**config.mk**
```make
export PLATFORM = sky130hd
export DESIGN_NAME = prod_accum_flat
export DESIGN_NICKNAME = d
export VERILOG_FILES = /design/src/rtl/prod_accum_if.sv /design/src/rtl/prod_accum.sv /design/src/flat_wrapper.sv
export SDC_FILE = /design/constraint.sdc
export NUM_CORES = 1
export LEC_CHECK = 0
export CORE_MARGIN = 8
export CORE_UTILIZATION = 29
export CTS_CLUSTER_SIZE = 25
export DETAILED_ROUTE_END_ITERATION = 8
export PLACE_DENSITY = 0.59
export SLEW_MARGIN = 10
export SYNTH_ARGS = -nofsm -noshare
export SYNTH_HDL_FRONTEND = slang
export SYNTH_SLANG_ARGS = --single-unit
```
**constraint.sdc**
```tcl
create_clock -name clk -period 5.95 [get_ports clk]
set_input_delay 1.19 -clock clk [delete_from_list [all_inputs] [get_ports clk]]
set_output_delay 1.19 -clock clk [all_outputs]
set_load 0.01 [all_outputs]
```
**src/rtl/prod_accum_if.sv**
```systemverilog
// Product-in / result-out handshake bundle between the multiplier lane and the
// accumulator stage.
interface prod_accum_if #(
    parameter int prod_size = 18,
    parameter int out_size  = 16
);
    logic signed [prod_size-1:0] prod;
    logic                        prod_v;
    logic                        prod_ready;
    logic                        clear;
    logic signed [out_size-1:0]  out;
    logic                        out_v;
    logic                        out_ready;
    logic                        ovf;

    modport master (
        output prod, prod_v, clear, out_ready,
        input  prod_ready, out, out_v, ovf
    );

    modport slave (
        input  prod, prod_v, clear, out_ready,
        output prod_ready, out, out_v, ovf
    );
endinterface

```
**src/rtl/prod_accum.sv**
```systemverilog
// Sums groups of n_terms signed products, rescales by an arithmetic right shift,
// saturates or truncates to out_size and presents the result on a valid/ready register.
module prod_accum #(
    parameter int prod_size = 18,
    parameter int n_terms   = 9,
    parameter int acc_size  = 24,
    parameter int out_size  = 16,
    parameter int shift     = 2,
    parameter bit sat_en    = 1'b1
) (
    input  logic           clk,
    input  logic           rst_n,
    prod_accum_if.slave    bus
);
    localparam int cnt_w = (n_terms > 1) ? $clog2(n_terms) : 1;
    localparam logic [cnt_w-1:0] last_cnt = cnt_w'(n_terms - 1);
    // Wide enough to hold the shifted sum and compare it against out_size limits.
    localparam int ext_w = ((acc_size > out_size) ? acc_size : out_size) + 1;

    logic signed [acc_size-1:0] acc_r;
    logic        [cnt_w-1:0]    count_r;
    logic signed [out_size-1:0] out_r;
    logic                       out_v_r;
    logic                       ovf_r;

    logic signed [acc_size-1:0] prod_ext_s;
    logic signed [acc_size-1:0] sum_s;
    logic signed [acc_size-1:0] shifted_s;
    logic signed [ext_w-1:0]    shifted_ext_s;
    logic        [out_size:0]   res_s;
    logic                       final_s;
    logic                       ready_s;
    logic                       fire_s;
    logic                       consume_s;

    // Returns {ovf, value}: clamps to the out_size signed range, or keeps the low bits.
    function automatic logic [out_size:0] sat_fn(input logic signed [ext_w-1:0] v);
        logic [ext_w-out_size:0] top_s;
        top_s = v[ext_w-1:out_size-1];
        if (!sat_en) begin
            return {1'b0, v[out_size-1:0]};
        end else if ((top_s == {(ext_w-out_size+1){1'b0}}) ||
                     (top_s == {(ext_w-out_size+1){1'b1}})) begin
            return {1'b0, v[out_size-1:0]};
        end else if (v[ext_w-1]) begin
            return {1'b1, 1'b1, {(out_size-1){1'b0}}};
        end else begin
            return {1'b1, 1'b0, {(out_size-1){1'b1}}};
        end
    endfunction

    // Datapath for the next accumulation and the rescaled result of a completed group.
    always_comb begin
        prod_ext_s    = acc_size'(bus.prod);
        sum_s         = acc_r + prod_ext_s;
        shifted_s     = sum_s >>> shift;
        shifted_ext_s = ext_w'(shifted_s);
        res_s         = sat_fn(shifted_ext_s);
    end

    // Handshake: only the last term of a group has to wait for the output register.
    always_comb begin
        final_s   = (count_r == last_cnt);
        ready_s   = !bus.clear && (!final_s || !out_v_r || bus.out_ready);
        fire_s    = bus.prod_v && ready_s;
        consume_s = out_v_r && bus.out_ready;
    end

    // Accumulator, term counter and result register.
    always_ff @(posedge clk or negedge rst_n) begin
        if (!rst_n) begin
            acc_r   <= {acc_size{1'b0}};
            count_r <= {cnt_w{1'b0}};
            out_r   <= {out_size{1'b0}};
            out_v_r <= 1'b0;
            ovf_r   <= 1'b0;
        end else begin
            if (bus.clear) begin
                acc_r   <= {acc_size{1'b0}};
                count_r <= {cnt_w{1'b0}};
            end else if (fire_s && final_s) begin
                acc_r   <= {acc_size{1'b0}};
                count_r <= {cnt_w{1'b0}};
            end else if (fire_s) begin
                acc_r   <= sum_s;
                count_r <= count_r + cnt_w'(1);
            end else begin
                acc_r   <= acc_r;
                count_r <= count_r;
            end

            // A result loaded on the same edge it is consumed keeps out_v high.
            if (fire_s && final_s) begin
                out_r   <= res_s[out_size-1:0];
                ovf_r   <= res_s[out_size];
                out_v_r <= 1'b1;
            end else if (consume_s) begin
                out_r   <= out_r;
                ovf_r   <= ovf_r;
                out_v_r <= 1'b0;
            end else begin
                out_r   <= out_r;
                ovf_r   <= ovf_r;
                out_v_r <= out_v_r;
            end
        end
    end

    assign bus.prod_ready = ready_s;
    assign bus.out        = out_r;
    assign bus.out_v      = out_v_r;
    assign bus.ovf        = ovf_r;
endmodule

```
**src/flat_wrapper.sv**
```systemverilog
// flat-port wrapper written by rule: the top's interface ports become plain ports
module prod_accum_flat 
#(
    parameter int prod_size = 18,
    parameter int n_terms   = 9,
    parameter int acc_size  = 24,
    parameter int out_size  = 16,
    parameter int shift     = 2,
    parameter bit sat_en    = 1'b1
)
  (clk, rst_n, bus_prod, bus_prod_v, bus_clear, bus_out_ready, bus_prod_ready, bus_out, bus_out_v, bus_ovf);
  prod_accum_if #(.prod_size(prod_size), .out_size(out_size)) bus_i ();
  input  logic clk;
  input  logic rst_n;
  input wire logic [$bits(bus_i.prod)-1:0] bus_prod;
  input wire logic [$bits(bus_i.prod_v)-1:0] bus_prod_v;
  input wire logic [$bits(bus_i.clear)-1:0] bus_clear;
  input wire logic [$bits(bus_i.out_ready)-1:0] bus_out_ready;
  output wire logic [$bits(bus_i.prod_ready)-1:0] bus_prod_ready;
  output wire logic [$bits(bus_i.out)-1:0] bus_out;
  output wire logic [$bits(bus_i.out_v)-1:0] bus_out_v;
  output wire logic [$bits(bus_i.ovf)-1:0] bus_ovf;
  assign bus_i.prod = bus_prod;
  assign bus_i.prod_v = bus_prod_v;
  assign bus_i.clear = bus_clear;
  assign bus_i.out_ready = bus_out_ready;
  assign bus_prod_ready = bus_i.prod_ready;
  assign bus_out = bus_i.out;
  assign bus_out_v = bus_i.out_v;
  assign bus_ovf = bus_i.ovf;
  prod_accum #(.prod_size(prod_size), .n_terms(n_terms), .acc_size(acc_size), .out_size(out_size), .shift(shift), .sat_en(sat_en)) u_core (.clk(clk), .rst_n(rst_n), .bus(bus_i));
endmodule
```
======== Word level (Yosys, flattened, before mapping) ========
Index checks and enable logic that the tools add are counted.
word-level totals
  register bits ........................... 46
  bits of input ports ..................... 23
  output and inout port bits .............. 19
operators by class
  add/subtract/negate cells ............... 2
  equality and inequality tests ........... 2
  mux-type cells .......................... 10
  reductions and logical operators ........ 13
operators with widths
  kind                                                           count
  24-bit two-way mux                                             3
  24-bit by 18-bit adder with 24-bit output                      1
  17-bit two-way mux                                             1
  16-bit two-way mux                                             1
  4-bit two-way mux                                              3
  10-bit == test, second input constant                          1
  10-bit zero test                                               1
  4-bit by 1-bit adder with 4-bit output, second input constant  1
  4-bit == test, second input constant                           1
  1-bit logical AND                                              4
  1-bit zero test                                                3
  1-bit logical OR                                               3
  3-bit nonzero test                                             1
  1-bit two-way mux                                              2
  2-bit nonzero test                                             1

======== Logic depth before layout (Yosys ltp) ========
Gate-level depths: netlist of run 1.
  depth after elaboration ................. 9
  gate-level depth with buffers ........... 13
  mapped depth without buffers ............ 12

======== Least setup slack after synthesis of run 1 ========
OpenSTA, ideal clock, no wires.
  kind .................................... input-to-reg
  start point ............................. in bus_prod[0]
  end point ............................... reg u_core.out_r[11] (netlist: u_core.bus.out[11])
  library setup time ...................... 95 ps
  arrival time ............................ 3733 ps
  path slack .............................. 2122 ps
  stages on the path ...................... 13
  cell sequence ........................... ha_1 > inv_1 > fa_1 > nand2b_1 > a21oi_4 > o21ai_2 > a2111oi_4 > nor3_2 > and4b_1 > nor4b_4 > a21oi_2 > buf_6 > nor4_4
on the way
  cells in the longest elaborated chain, start to end .. 4
RTL lines
  element                                                    line                                text
  start: declaration                                         flat_wrapper.sv:15                  input wire logic [$bits(bus_i.prod)-1:0] bus_prod;
  24-bit by 18-bit adder with 24-bit output *                prod_accum.sv:55                    sum_s = acc_r + prod_ext_s;
  10-bit == test / 10-bit zero test (equally long branches)  prod_accum.sv:43, prod_accum.sv:42
  1-bit logical OR                                           prod_accum.sv:42                    end else if ((top_s == {(ext_w-out_size+1){1'b0}}) ||
  17-bit two-way mux *                                       prod_accum.sv:42
  end signal: assignment                                     prod_accum.sv:74                    out_r <= {out_size{1'b0}};
  end signal: assignment                                     prod_accum.sv:94                    out_r <= res_s[out_size-1:0];
  end signal: assignment                                     prod_accum.sv:98                    out_r <= out_r;
  end: declaration                                           prod_accum.sv:22                    logic signed [out_size-1:0] out_r;
Mark *: on every way between the ends. The rest lies on a longest branch, timed or not.
A chain may end at the register's enable or synchronous reset.

======== Worst setup path after layout of run 1 ========
Ends and elaborated chain as after synthesis.

==> impl_metrics.tcl, run 1 <==
set metrics [dict create \
    clk_pin_slew_ns 0.07 \
    leakage_nw 1.733 \
    grt_pass1_vias 3086 \
    grt_overflow 0 \
    ir_drop_uv 139.5 \
    first_iter_violations 141 \
    ys_warn_count 0 \
    ios 42 \
    num_rows 39 \
    clkSinkCount 46 \
    via_per_inst 5.478 \
    timing.fmax_mhz 213.5 \
    drc 0 \
    start_util_pct 29.37 \
    worstSetupPathType "input port to flip-flop" \
    cp_top_family "simple AND/OR/NAND/NOR gates" \
    grt_max_degree 47 \
    ant_nets 0 \
    fin_setup_tns_ns 0 \
    cts_max_level 2 \
    finalClockSkew_ns 0.004531 \
    drv_slew 0 \
    synth_cells 372 \
    finish.utilization_pct 35.53 \
    async_reset_ff_share_pct 100.0 \
    rsz0062_at_grt "false" \
    die_w_um 122.8 \
    synth_nets 421 \
    place.gp.congestion 0.9041 \
    routed_wl_um 9597 \
    finalWorstPathRequiredPeriod_ns 4.684 \
    hold_class "flip-flop to flip-flop" \
    diodes 0 \
    cts_root_buf "clkbuf_16" \
    maxCapViolCount 0 \
    netlist.top_cell.by_area "dfrtp_1" \
    post_cts.repair.setup_buffers 0 \
    cts_tree "built" \
    antenna_found_initial 0 \
    vias 3013 \
    cts_made_buffers 5 \
    synth_area_leaders "dfrtp_1, ha_1, a21oi_1" \
    relSlewSlack_pct 28.77 \
    worstPathCellList "clkdlybuf4s50_1, ha_1, inv_1, fa_1, nand2b_1, a21oi_4, o211ai_1, nand2_1, a21oi_1, xor2_1, nand4_1, nor3_1, nor4_4" \
    worst_path_largest_cell_delay_ns 0.68 \
    dp_hpwl_um 7068 \
    netlist_area_um2 3311 \
    mostFrequentLayoutCell "dfrtp_1" \
    fp.coreArea_um2 11270 \
    synth_seq_area_share_pct 34.77 \
    die_area_um2 15090 \
    synthDistinctLibCells 54 \
    nets 455 \
    cp_slowest_cell "nand4_1" \
    syn_to_final_growth_pct 20.98 \
    synth_top_area_share_pct 34.77 \
    setup_viol 0 \
    crit_path_max_fanout 16 \
    mostFrequentLayoutCells "dfrtp_1, clkdlybuf4s50_1, nand2_1" \
    ys_seq_elements 46 \
    dominantRegCellSynth "dfrtp_1" \
    critPathArrivalTime_ns 4.84 \
    synth.avg_cell_area_um2 8.900 \
    clk_path_buf_depth 2 \
    die_h_um 122.8 \
    required_ns 6.11 \
    clk_latency_ns 0.29 \
    fin_cells 550 \
    avgRoutedWirePerCell_um 17.45 \
    cts_hold_buf 0 \
    grt.total_usage_pct 13.16 \
    outcome "complete, no violations" \
    crit_path_end_kind "flip-flop" \
    post-place-cells 542 \
    firstDrtPassIters 4 \
    cts.repair.resized 0 \
    synth-edff-count 0 \
    powerDensity_nw_per_um2 329.1 \
    port_buffers 41 \
    finalHoldViolations 0 \
    crit_buf_inv 2 \
    timing.final.crit_share_pct 78.72 \
    tightestPinTransition_ns 1.068 \
    grt_pass1_wl_um 15770 \
    worst_setup_path_start_kind "input port" \
    layout-drive-gt1-share_pct 6.388 \
]
## path summary, 6_finish.rpt
| check | from | end | slack (ns) | cells past startpoint |
|---|---|---|---|---|
| max reg2reg | u_core.count_r[0]$_DFFE_PN0P_ | u_core.bus.out[11]$_DFFE_PN0P_ | 2.27 | 10 |
| min in group asynchronous | rst_n | u_core.acc_r[0]$_DFFE_PN0P_ | 1.09 | 1 |
| min | u_core.count_r[3]$_DFFE_PN0P_ | u_core.count_r[3]$_DFFE_PN0P_ | 0.49 | 1 |
| min reg2reg | u_core.count_r[3]$_DFFE_PN0P_ | u_core.count_r[3]$_DFFE_PN0P_ | 0.49 | 1 |
| max in group asynchronous | rst_n | u_core.acc_r[17]$_DFFE_PN0P_ | 4.20 | 1 |
| max | bus_prod[0] | u_core.bus.out[11]$_DFFE_PN0P_ | 1.27 | 13 |
## report_power, final
| group | total, mW | switching [mW] | internal, mW |
|---|---|---|---|
| Clock | 0.328 | 0.131 | 0.197 |
| Combinational | 0.609 | 0.391 | 0.218 |
| Sequential | 0.381 | 0.0271 | 0.354 |
## sequential cells by signal, indices dropped and copies added, names as in the netlist
signal            count
u_core.acc_r         24
u_core.bus.ovf        1
u_core.bus.out       16
u_core.bus.out_v      1
u_core.count_r        4
## metal layers
metal  track usage, %  vias up  wire, um
met5                0        -         0
met4            3.884        0       136
met3            2.852       12       483
met2            21.71       79      4422
met1            16.86     1472      4555
li1                 -     1450         -
## logic make-up (layout without fill, tap and decap cells)
family / Yosys count / count (layout) / share of synthesized area (%)
flip-flops: 46 / 46 / 34.77
AND/OR/NAND/NOR: 126 / 126 / 19.54
buffers and inverters: 21 / 56 / 2.759
XOR/XNOR: 20 / 20 / 5.291
multiplexers: 4 / 4 / 1.285
adder cells (fa/ha/maj): 26 / 26 / 10.05
AO/OA/AOI/OAI: 129 / 129 / 26.30
## cell usage after synthesis, types with 3 or more instances
cell,number
dfrtp_1,46
nand2_1,35
a21oi_1,32
o21ai_0,31
nor2_1,26
ha_1,25
nor3_1,21
a22o_1,16
xnor2_1,12
clkbuf_1,10
nand3_1,10
a21o_1,9
nand4_1,9
o31ai_1,9
nand2b_1,8
xor2_1,8
inv_1,6
a31oi_1,4
o211ai_1,4
o21a_1,4
and3_1,3
buf_2,3
o21bai_1,3
o22ai_1,3
## per-stage QoR
step / total power, mW / hold WS, ns / setup slack (ns) / area, um2
after global routing: 1.403 / 0.5251 / 0.9717 / 4005
after floorplan: 0.8200 / 0.4435 / 2.122 / 3311
final: 1.318 / 0.4911 / 1.266 / 4005
after CTS: 1.317 / 0.4852 / 1.289 / 4005
after detailed placement: 0.9854 / 0.4817 / 0.9793 / 3840
after global placement: 0.9774 / 0.4609 / 1.031 / 3840
## final cells by class
cell class / count / area [um2]
Clock inverter: 3 / 40.04
Inverter: 6 / 22.52
Fill cell: 1159 / 7267
Timing Repair Buffer: 42 / 412.9
Tap cell: 143 / 178.9
Sequential cell: 46 / 1151
Multi-Input combinational cell: 305 / 2074
Clock buffer: 5 / 125.1
(Power assumes the default switching activity.)
==> inputs of run 2 (changes only) <==
clock period = 4.8 ns   (was 5.95 ns; I/O delays follow)
==> run 2 against run 1 <==
  * Die area is the same
  * Utilization increased by 0.17 points
  * Via count rose by 0.83%
  * Combinational power is 24% higher
  * Flip-flop and latch count unchanged
  * Non-clock buffer count rose by 5
  * Critical path type unchanged
  * Total power rose by 20%
  * Clock skew increased by 0.0040 ns
  * Largest cell class unchanged
  * Global-route usage decreased by 0.55 points
  * Count of clock-buffer cells in the layout unchanged
==> impl_metrics.tcl, run 2 (same netlist as run 1, synthesis figures left out) <==
set metrics [dict create \
    relSlewSlack_pct 58.00 \
    avgRoutedWirePerCell_um 16.73 \
    cp_slowest_cell "clkdlybuf4s50_1" \
    clk_pin_slew_ns 0.07 \
    grt_pass1_wl_um 15070 \
    worstPathCellList "clkdlybuf4s50_1, ha_1, a21o_1, o21bai_1, o32ai_1, a211oi_1, nor3_1, o21ai_1, a21oi_2, nor4_1" \
    post_cts.repair.setup_buffers 0 \
    powerDensity_nw_per_um2 393.0 \
    first_iter_violations 153 \
    outcome "complete, no violations" \
    syn_to_final_growth_pct 21.54 \
    worst-path-stages 10 \
    cts_made_buffers 5 \
    reg2reg_depth 12 \
    finalWorstPathRequiredPeriod_ns 4.265 \
    grt_overflow 0 \
    cts_tree "built" \
    regToRegEndpoint "u_core.bus.out[7]$_DFFE_PN0P_" \
    worst_setup_path_start_kind "input port" \
    place_ws_ns 0.2955 \
    rsz0062_at_grt "false" \
    ant_nets 0 \
    clk_path_buf_depth 2 \
    firstDrtPassIters 4 \
    whs_path_depth 1 \
    nets 460 \
    mostFrequentLayoutCell "dfrtp_1" \
    finalClockSkew_ns 0.008579 \
    setup_viol 0 \
    rrSetupSlack_ns 1.41 \
    largest_reg_flops 24 \
    cts.repair.resized 0 \
    hold_class "flip-flop to flip-flop" \
    clkSinkCount 46 \
    place.gp.congestion 0.9318 \
    routed_wl_um 9284 \
    ios 42 \
    cts_hold_buf 0 \
    fin_cells 555 \
    fin_setup_tns_ns 0 \
    crit_path_end_kind "flip-flop" \
    diodes 0 \
    worstSetupPathType "input port to flip-flop" \
    required_ns 4.95 \
    antenna_found_initial 0 \
    finalInstanceArea_um2 4024 \
    setup_ws_ns 0.5349 \
    finish.utilization_pct 35.70 \
    crit_buf_inv 1 \
    die_area_um2 15090 \
    vias 3038 \
    finalHoldViolations 0 \
    cts_root_buf "clkbuf_16" \
    ir_drop_uv 181.5 \
    r2r-start "u_core.acc_r[0]$_DFFE_PN0P_" \
    die_h_um 122.8 \
    tightestPinTransition_ns 0.6300 \
    hp-start "u_core.count_r[3]$_DFFE_PN0P_" \
    timing.fmax_mhz 234.5 \
    grt_max_degree 47 \
    placed_area_um2 3875 \
    num_rows 39 \
    dp_hpwl_um 7036 \
    die_w_um 122.8 \
    port_buffers 41 \
    drv_slew 0 \
    mostFrequentLayoutCells "dfrtp_1, clkdlybuf4s50_1, nand2_1" \
    via_per_inst 5.474 \
    worst_path_largest_cell_delay_ns 0.58 \
    leakage_nw 1.744 \
    grt_pass1_vias 2941 \
    grt.total_usage_pct 12.61 \
    crit_path_max_fanout 11 \
    worst_hold_path.endpoint "u_core.count_r[3]$_DFFE_PN0P_" \
    cts_max_level 2 \
    top_register "u_core.acc_r" \
    fill_cells 1129 \
    clk_latency_ns 0.29 \
    critPathArrivalTime_ns 4.41 \
    maxCapViolCount 0 \
    drc 0 \
    cp_top_family "compound AO/OA/AOI/OAI gates" \
    fp.coreArea_um2 11270 \
    start_util_pct 29.37 \
    timing.final.crit_share_pct 88.86 \
    post-place-cells 547 \
    layout-drive-gt1-share_pct 7.282 \
]
run 2: worst max-delay path by stage:
stage                 start                              to  slack (ns)
6_report       bus_prod[17]   u_core.bus.out[7]$_DFFE_PN0P_        0.53
5_1_grt        bus_prod[17]  u_core.bus.out[12]$_DFFE_PN0P_        0.26
4_1_cts        bus_prod[17]   u_core.bus.out[7]$_DFFE_PN0P_        0.59
3_5_place_dp   bus_prod[17]   u_core.bus.out[7]$_DFFE_PN0P_        0.30
3_3_place_gp   bus_prod[17]   u_core.bus.out[7]$_DFFE_PN0P_        0.41
2_1_floorplan   bus_prod[0]  u_core.bus.out[11]$_DFFE_PN0P_        1.20
run 2: metal layers:
layer	track usage, %	up-vias	part of all wire (%)
met5	0	-	0
met2	20.01	98	46
li1	-	1472	-
met1	16.73	1451	46
met3	2.530	17	6.2
met4	4.265	0	1.9
run 2: power breakdown:
| group | leakage [nW] | switching (mW) | total [mW] | internal (mW) |
|---|---|---|---|---|
| Sequential | 0.622 | 0.0325 | 0.471 | 0.438 |
| Clock | 0.0698 | 0.160 | 0.353 | 0.193 |
| Combinational | 1.05 | 0.481 | 0.757 | 0.276 |
| Total | 1.74 | 0.674 | 1.58 | 0.908 |
run 2: stage by stage:
step	total power, mW	hold WS [ns]
2_1_floorplan	1.016	0.4435
3_3_place_gp	1.215	0.4602
3_5_place_dp	1.225	0.4782
4_1_cts	1.585	0.4894
5_1_grt	1.681	0.5035
6_report	1.581	0.4854
run 2: area by class of cell:
| type | count | area [um2] | area share, % |
|---|---|---|---|
| flip-flops and latches | 46 | 1151 | 28.61 |
| well taps | 143 | 178.9 | 4.447 |
| multi-input cells | 305 | 2072 | 51.49 |
| clock buffers | 5 | 125.1 | 3.109 |
| repair buffers | 47 | 452.9 | 11.26 |
| inverters | 6 | 22.52 | 0.5597 |
| clock inverters | 3 | 21.27 | 0.5286 |
==> patch 1: new RTL, settings of run 2 <==
Make the reset (`rst_n`) synchronous in one clocked block.
--- a/src/rtl/prod_accum.sv
+++ b/src/rtl/prod_accum.sv
@@ -67,7 +67,7 @@
     end
 
     // Accumulator, term counter and result register.
-    always_ff @(posedge clk or negedge rst_n) begin
+    always_ff @(posedge clk) begin
         if (!rst_n) begin
             acc_r   <= {acc_size{1'b0}};
             count_r <= {cnt_w{1'b0}};
Function: changed (a bounded check fails within 10 cycles, from zero or initial values and one cycle with rst_n low; the reset may be asserted at any time).
==> patch 1 against run 2 <==
Sequential cell count did not move; synthesized area fell by 8.5%; core utilization rose by 0.086 points; global-route usage fell by 1.3 points; final area fell by 9.0%; routed wire length fell by 16%; worst setup slack improved by 0.041 ns.
Power is not compared: it rests on default switching activity, and its combinational part moved more than twofold at a synthesized area within 25%.
==> patch 1: results (changes against run 2) <==
metric,value,unit,change
dr_wl_met2,3680,um,was 4250 um
met2_usage,19.2,%,was 20.0%
power.internal,0.609,mW,
grt_pass1_vias,2687,,"was 2,941"
dpl.hpwl,5920,um,was 7040 um
dpl_cell_area,3550,um^2,was 3870 um^2
wl_per_cell,14.7,um,was 16.7 um
comb_power,0.160,mW,
max_stage_delay,0.56,ns,was 0.58 ns
yosys-top-cells-count,"68 x nand2_1, 46 x a21oi_1, 46 x dfxtp_1, 25 x ha_1, 20 x nor2_1",,"was 46 x dfrtp_1, 35 x nand2_1, 32 x a21oi_1, 31 x o21ai_0, 26 x nor2_1"
maxSlewHeadroom,49.0,%,was 58.0%
whs_path_depth,2,,was 1
wl_met3,264,um,was 577 um
drtIter0Drc,141,,was 153
clockPowerShare,35.4,%,
clock_skew,0.0133,ns,was 0.00858 ns
nNetsFinal,441,,was 460
clk_latency,0.31,ns,was 0.29 ns
status,completed,,unchanged
clkTransAtPathRegs,0.10,ns,was 0.07 ns
crit_family,simple AND/OR/NAND/NOR gates,,was compound AO/OA/AOI/OAI gates
crit_fanout,13,,was 11
synthTopCellsByArea,"dfxtp_1 30%, ha_1 10%, nand2_1 8.4%",,"was dfrtp_1 35%, ha_1 9.4%, a21oi_1 4.8%"
grt_pass1_wl,13300,um,"was 15,100 um"
ys.flop_type,dfxtp_1,,was dfrtp_1
min_from,u_core.acc_r[16],,was u_core.count_r[3]
synth_seq_area_share,30.4,%,was 34.8%
timing.rr.end,u_core.bus.out[14],,was u_core.bus.out[7]
met1_usage,14.2,%,was 16.7%
ys_async_sr_fraction,0,%,was 100%
grtUsageMet3,2.33,%,was 2.53%
r2r_start,u_core.acc_r[0],,unchanged
met1_length,3790,um,was 4280 um
fill_cells,1042,,"was 1,129"
syn_nets,403,,was 421
track_usage,11.3,%,was 12.6%
==> patch 1: metrics by stage <==
step / total power [mW] / setup slack [ns] / utilization, % / hold WS (ns) / instances
4_1_cts: 0.862 / 0.575 / 35.8 / 0.468 / 529
3_3_place_gp: 0.556 / 0.420 / 34.7 / 0.446 / 521
5_1_grt: 0.896 / 0.317 / 35.8 / 0.483 / 529
3_5_place_dp: 0.558 / 0.279 / 34.7 / 0.454 / 521
6_report: 0.852 / 0.576 / 35.8 / 0.463 / 529
2_1_floorplan: 0.510 / 1.20 / - / 0.440 / 354
==> patch 1: worst max path at each step <==
| stage | cells after the start | from | slack, ns | endpoint |
|---|---|---|---|---|
| floorplan | 13 | bus_prod[0] | 1.20 | u_core.bus.out[9] |
| global placement | 12 | bus_prod[17] | 0.42 | u_core.bus.out[14] |
| detailed placement | 12 | bus_prod[17] | 0.28 | u_core.bus.out[14] |
| CTS | 12 | bus_prod[17] | 0.58 | u_core.bus.out[14] |
| global route | 12 | bus_prod[17] | 0.32 | u_core.bus.out[9] |
| finish | 12 | bus_prod[17] | 0.58 | u_core.bus.out[14] |
==> patch 1: cells by family (layout without fill, tap and decap cells) <==
group           Yosys count  after routing  synth area share, %
compound gates          109            109                 26.7
xor+xnor                 24             24                 8.05
fa+ha+maj                26             26                 11.0
buf+inv                  20             59                 3.96
flops                    46             46                 30.4
simple gates            129            129                 19.9
==> patch 1: layout make-up <==
class                           count  share of cell area, %
Inverter                            6                  0.615
Sequential cell                    46                   25.2
Tap cell                          136                   4.65
Clock buffer                        5                   1.88
Timing Repair Buffer               45                   12.0
Multi-Input combinational cell    288                   54.5
Clock inverter                      3                   1.20
==> patch 2: new RTL, settings of run 2 <==
Without the edit above. `out_size` is set to 16 in 3 places; all go to 8.
--- a/src/rtl/prod_accum_if.sv
+++ b/src/rtl/prod_accum_if.sv
@@ -2,7 +2,7 @@
 // accumulator stage.
 interface prod_accum_if #(
     parameter int prod_size = 18,
-    parameter int out_size  = 16
+    parameter int out_size  = 8
 );
     logic signed [prod_size-1:0] prod;
     logic                        prod_v;
--- a/src/rtl/prod_accum.sv
+++ b/src/rtl/prod_accum.sv
@@ -4,7 +4,7 @@
     parameter int prod_size = 18,
     parameter int n_terms   = 9,
     parameter int acc_size  = 24,
-    parameter int out_size  = 16,
+    parameter int out_size  = 8,
     parameter int shift     = 2,
     parameter bit sat_en    = 1'b1
 ) (
--- a/src/flat_wrapper.sv
+++ b/src/flat_wrapper.sv
@@ -4,7 +4,7 @@
     parameter int prod_size = 18,
     parameter int n_terms   = 9,
     parameter int acc_size  = 24,
-    parameter int out_size  = 16,
+    parameter int out_size  = 8,
     parameter int shift     = 2,
     parameter bit sat_en    = 1'b1
 )
Ports: changed (resized bus_out); port bits go from 42 to 34. The function was not compared with the original's and may differ.
==> patch 2 against run 2 <==
Fmax decreased by 1.1%; combinational power increased by 2.6%; synthesized cell count increased by 1.9%; total power increased by 2.2%; largest cell class unchanged; final area decreased by 2.5%; critical path type unchanged; via count increased by 3.1%; worst setup slack got worse by 0.046 ns; sequential cell count decreased by 8; routed wire length increased by 5.4%; register-to-register slack got worse by 0.11 ns; synthesized area decreased by 1.4%; global-route usage increased by 0.58 points.
==> patch 2: results (changes against run 2) <==
metric,value,unit,change
wl,9790,um,was 9280 um
synth.distinct_cells,59,,was 54
startpoint,bus_prod[0],,was bus_prod[17]
rrSetupSlack,1.30,ns,was 1.41 ns
min_from,u_core.acc_r[22],,was u_core.count_r[3]
total_leakage_power,1.66,nW,was 1.74 nW
worstPathArrival,4.51,ns,was 4.41 ns
crit_family,simple AND/OR/NAND/NOR gates,,was compound AO/OA/AOI/OAI gates
antenna-diode-count,0,,unchanged
r2r_cells,11,,was 12
gp_congestion,0.915,,was 0.932
clk-power,0.443,mW,was 0.353 mW
syn_nets,428,,was 421
dpl.hpwl,7330,um,was 7040 um
cts-root-buf,clkbuf_16,,unchanged
drtIter0Drc,218,,was 153
comb_power,0.777,mW,was 0.757 mW
ctsResizeCount,0,,unchanged
drt_pass1_iterations,5,,was 4
grt_start_max_net_pins,39,,was 47
ys_async_sr_fraction,100,%,unchanged
cts_buffers,5,,unchanged
track_usage,13.2,%,was 12.6%
grt_pass1_wl,15700,um,"was 15,100 um"
synthTopCellsByArea,"dfrtp_1 29%, ha_1 9.6%, nand2_1 5.1%",,"was dfrtp_1 35%, ha_1 9.4%, a21oi_1 4.8%"
period_minus_slack,4.31,ns,was 4.27 ns
synth-xor-area-share,3.76,%,was 5.29%
crit_slowest_cell,or4_1,,was clkdlybuf4s50_1
max_stage_delay,0.72,ns,was 0.58 ns
clk_latency,0.28,ns,
grt_pass1_vias,3089,,"was 2,941"
hp-class,reg -> reg,,unchanged
largest_register_ffs,24,,unchanged
cts_setup_buffers,0,,unchanged
clock_path_buffers,2,,unchanged
clock_skew,0.00360,ns,was 0.00858 ns
ir_drop,0.164,mV,was 0.181 mV
status,completed,,unchanged
synth-adder-area-share,10.2,%,was 10.1%
synth_mux_area_share,0.345,%,was 1.28%
crit_fanout,7,,was 11
layout-drive-gt1-share,7.82,%,was 7.28%
synth_compound_area_share,34.2,%,was 26.3%
nNetsFinal,457,,was 460
maxSlewHeadroom,36.3,%,was 58.0%
yosys-top-cells-count,"44 x nand2_1, 38 x dfrtp_1, 30 x o21ai_0, 25 x ha_1, 22 x a21oi_1",,"was 46 x dfrtp_1, 35 x nand2_1, 32 x a21oi_1, 31 x o21ai_0, 26 x nor2_1"
fill_cells,1094,,"was 1,129"
power.internal,0.971,mW,was 0.908 mW
antenna_found_initial,0,,unchanged
clkTransAtPathRegs,0.06,ns,
dpl_cell_area,3730,um^2,was 3870 um^2
worstHoldEndpoint,u_core.acc_r[22],,was u_core.count_r[3]
yosysWarnings,0,,unchanged
crit_end,u_core.bus.out[2],,was u_core.bus.out[7]
postRouteAntennaNets,0,,unchanged
whs_path_depth,2,,was 1
via_per_inst,5.71,,was 5.47
top_register,u_core.acc_r,,unchanged
portBuffers,33,,was 41
synth_seq_area_share,29.1,%,was 34.8%
[patch 2: changes by cell type in the layout (fill, tap and decap cells not counted), sizes merged, moves of 7 or more]
cell and change:
a211oi +8, a21oi -11, and2 +12, clkdlybuf4s50 -8, dfrtp -8, nand2 +10
nand2b -8, nor2 -7, nor3 -19, o211ai +9, o31ai -7
[patch 2: tightest hold or removal path, cell delays in order, from the launching register on]
cell     delay, ns
dfrtp_1       0.35
nand2_1       0.05
o21ai_0       0.06
[patch 2: cells by family (layout without fill, tap and decap cells)]
group / after synthesis / after routing
fa+ha+maj: 26 / 26
mux: 1 / 1
simple gates: 119 / 119
compound gates: 154 / 154
xor+xnor: 14 / 14
flops: 38 / 38
buf+inv: 27 / 57
[patch 2: stage by stage]
step           power, mW  util, %  hold WS [ns]  worst slack, ns  cells
6_report            1.62     35.9         0.486            0.489    549
5_1_grt             1.71     35.9         0.511            0.289    549
4_1_cts             1.61     35.9         0.489            0.538    549
3_5_place_dp        1.16     34.1         0.475            0.273    541
3_3_place_gp        1.16     34.1         0.476            0.349    541
2_1_floorplan      0.949        -         0.454             1.15    379
[patch 2: layout make-up]
type | instances | area share [%]
clock buffers | 5 | 3.19
multi-input cells | 314 | 56.0
well taps | 140 | 4.47
repair buffers | 38 | 9.25
clock inverters | 3 | 1.75
flip-flops and latches | 38 | 24.3
inverters | 11 | 1.05
[patch 2: per-layer routing]
layer / share of wire, % / vias to the layer above / wire, um / global-route usage [%]
li1: - / 1505 / - / -
met1: 46 / 1503 / 4520 / 17.3
met2: 46 / 111 / 4460 / 20.8
met3: 6.5 / 14 / 632 / 3.19
met4: 1.8 / 0 / 172 / 4.42
met5: 0 / - / 0 / 0
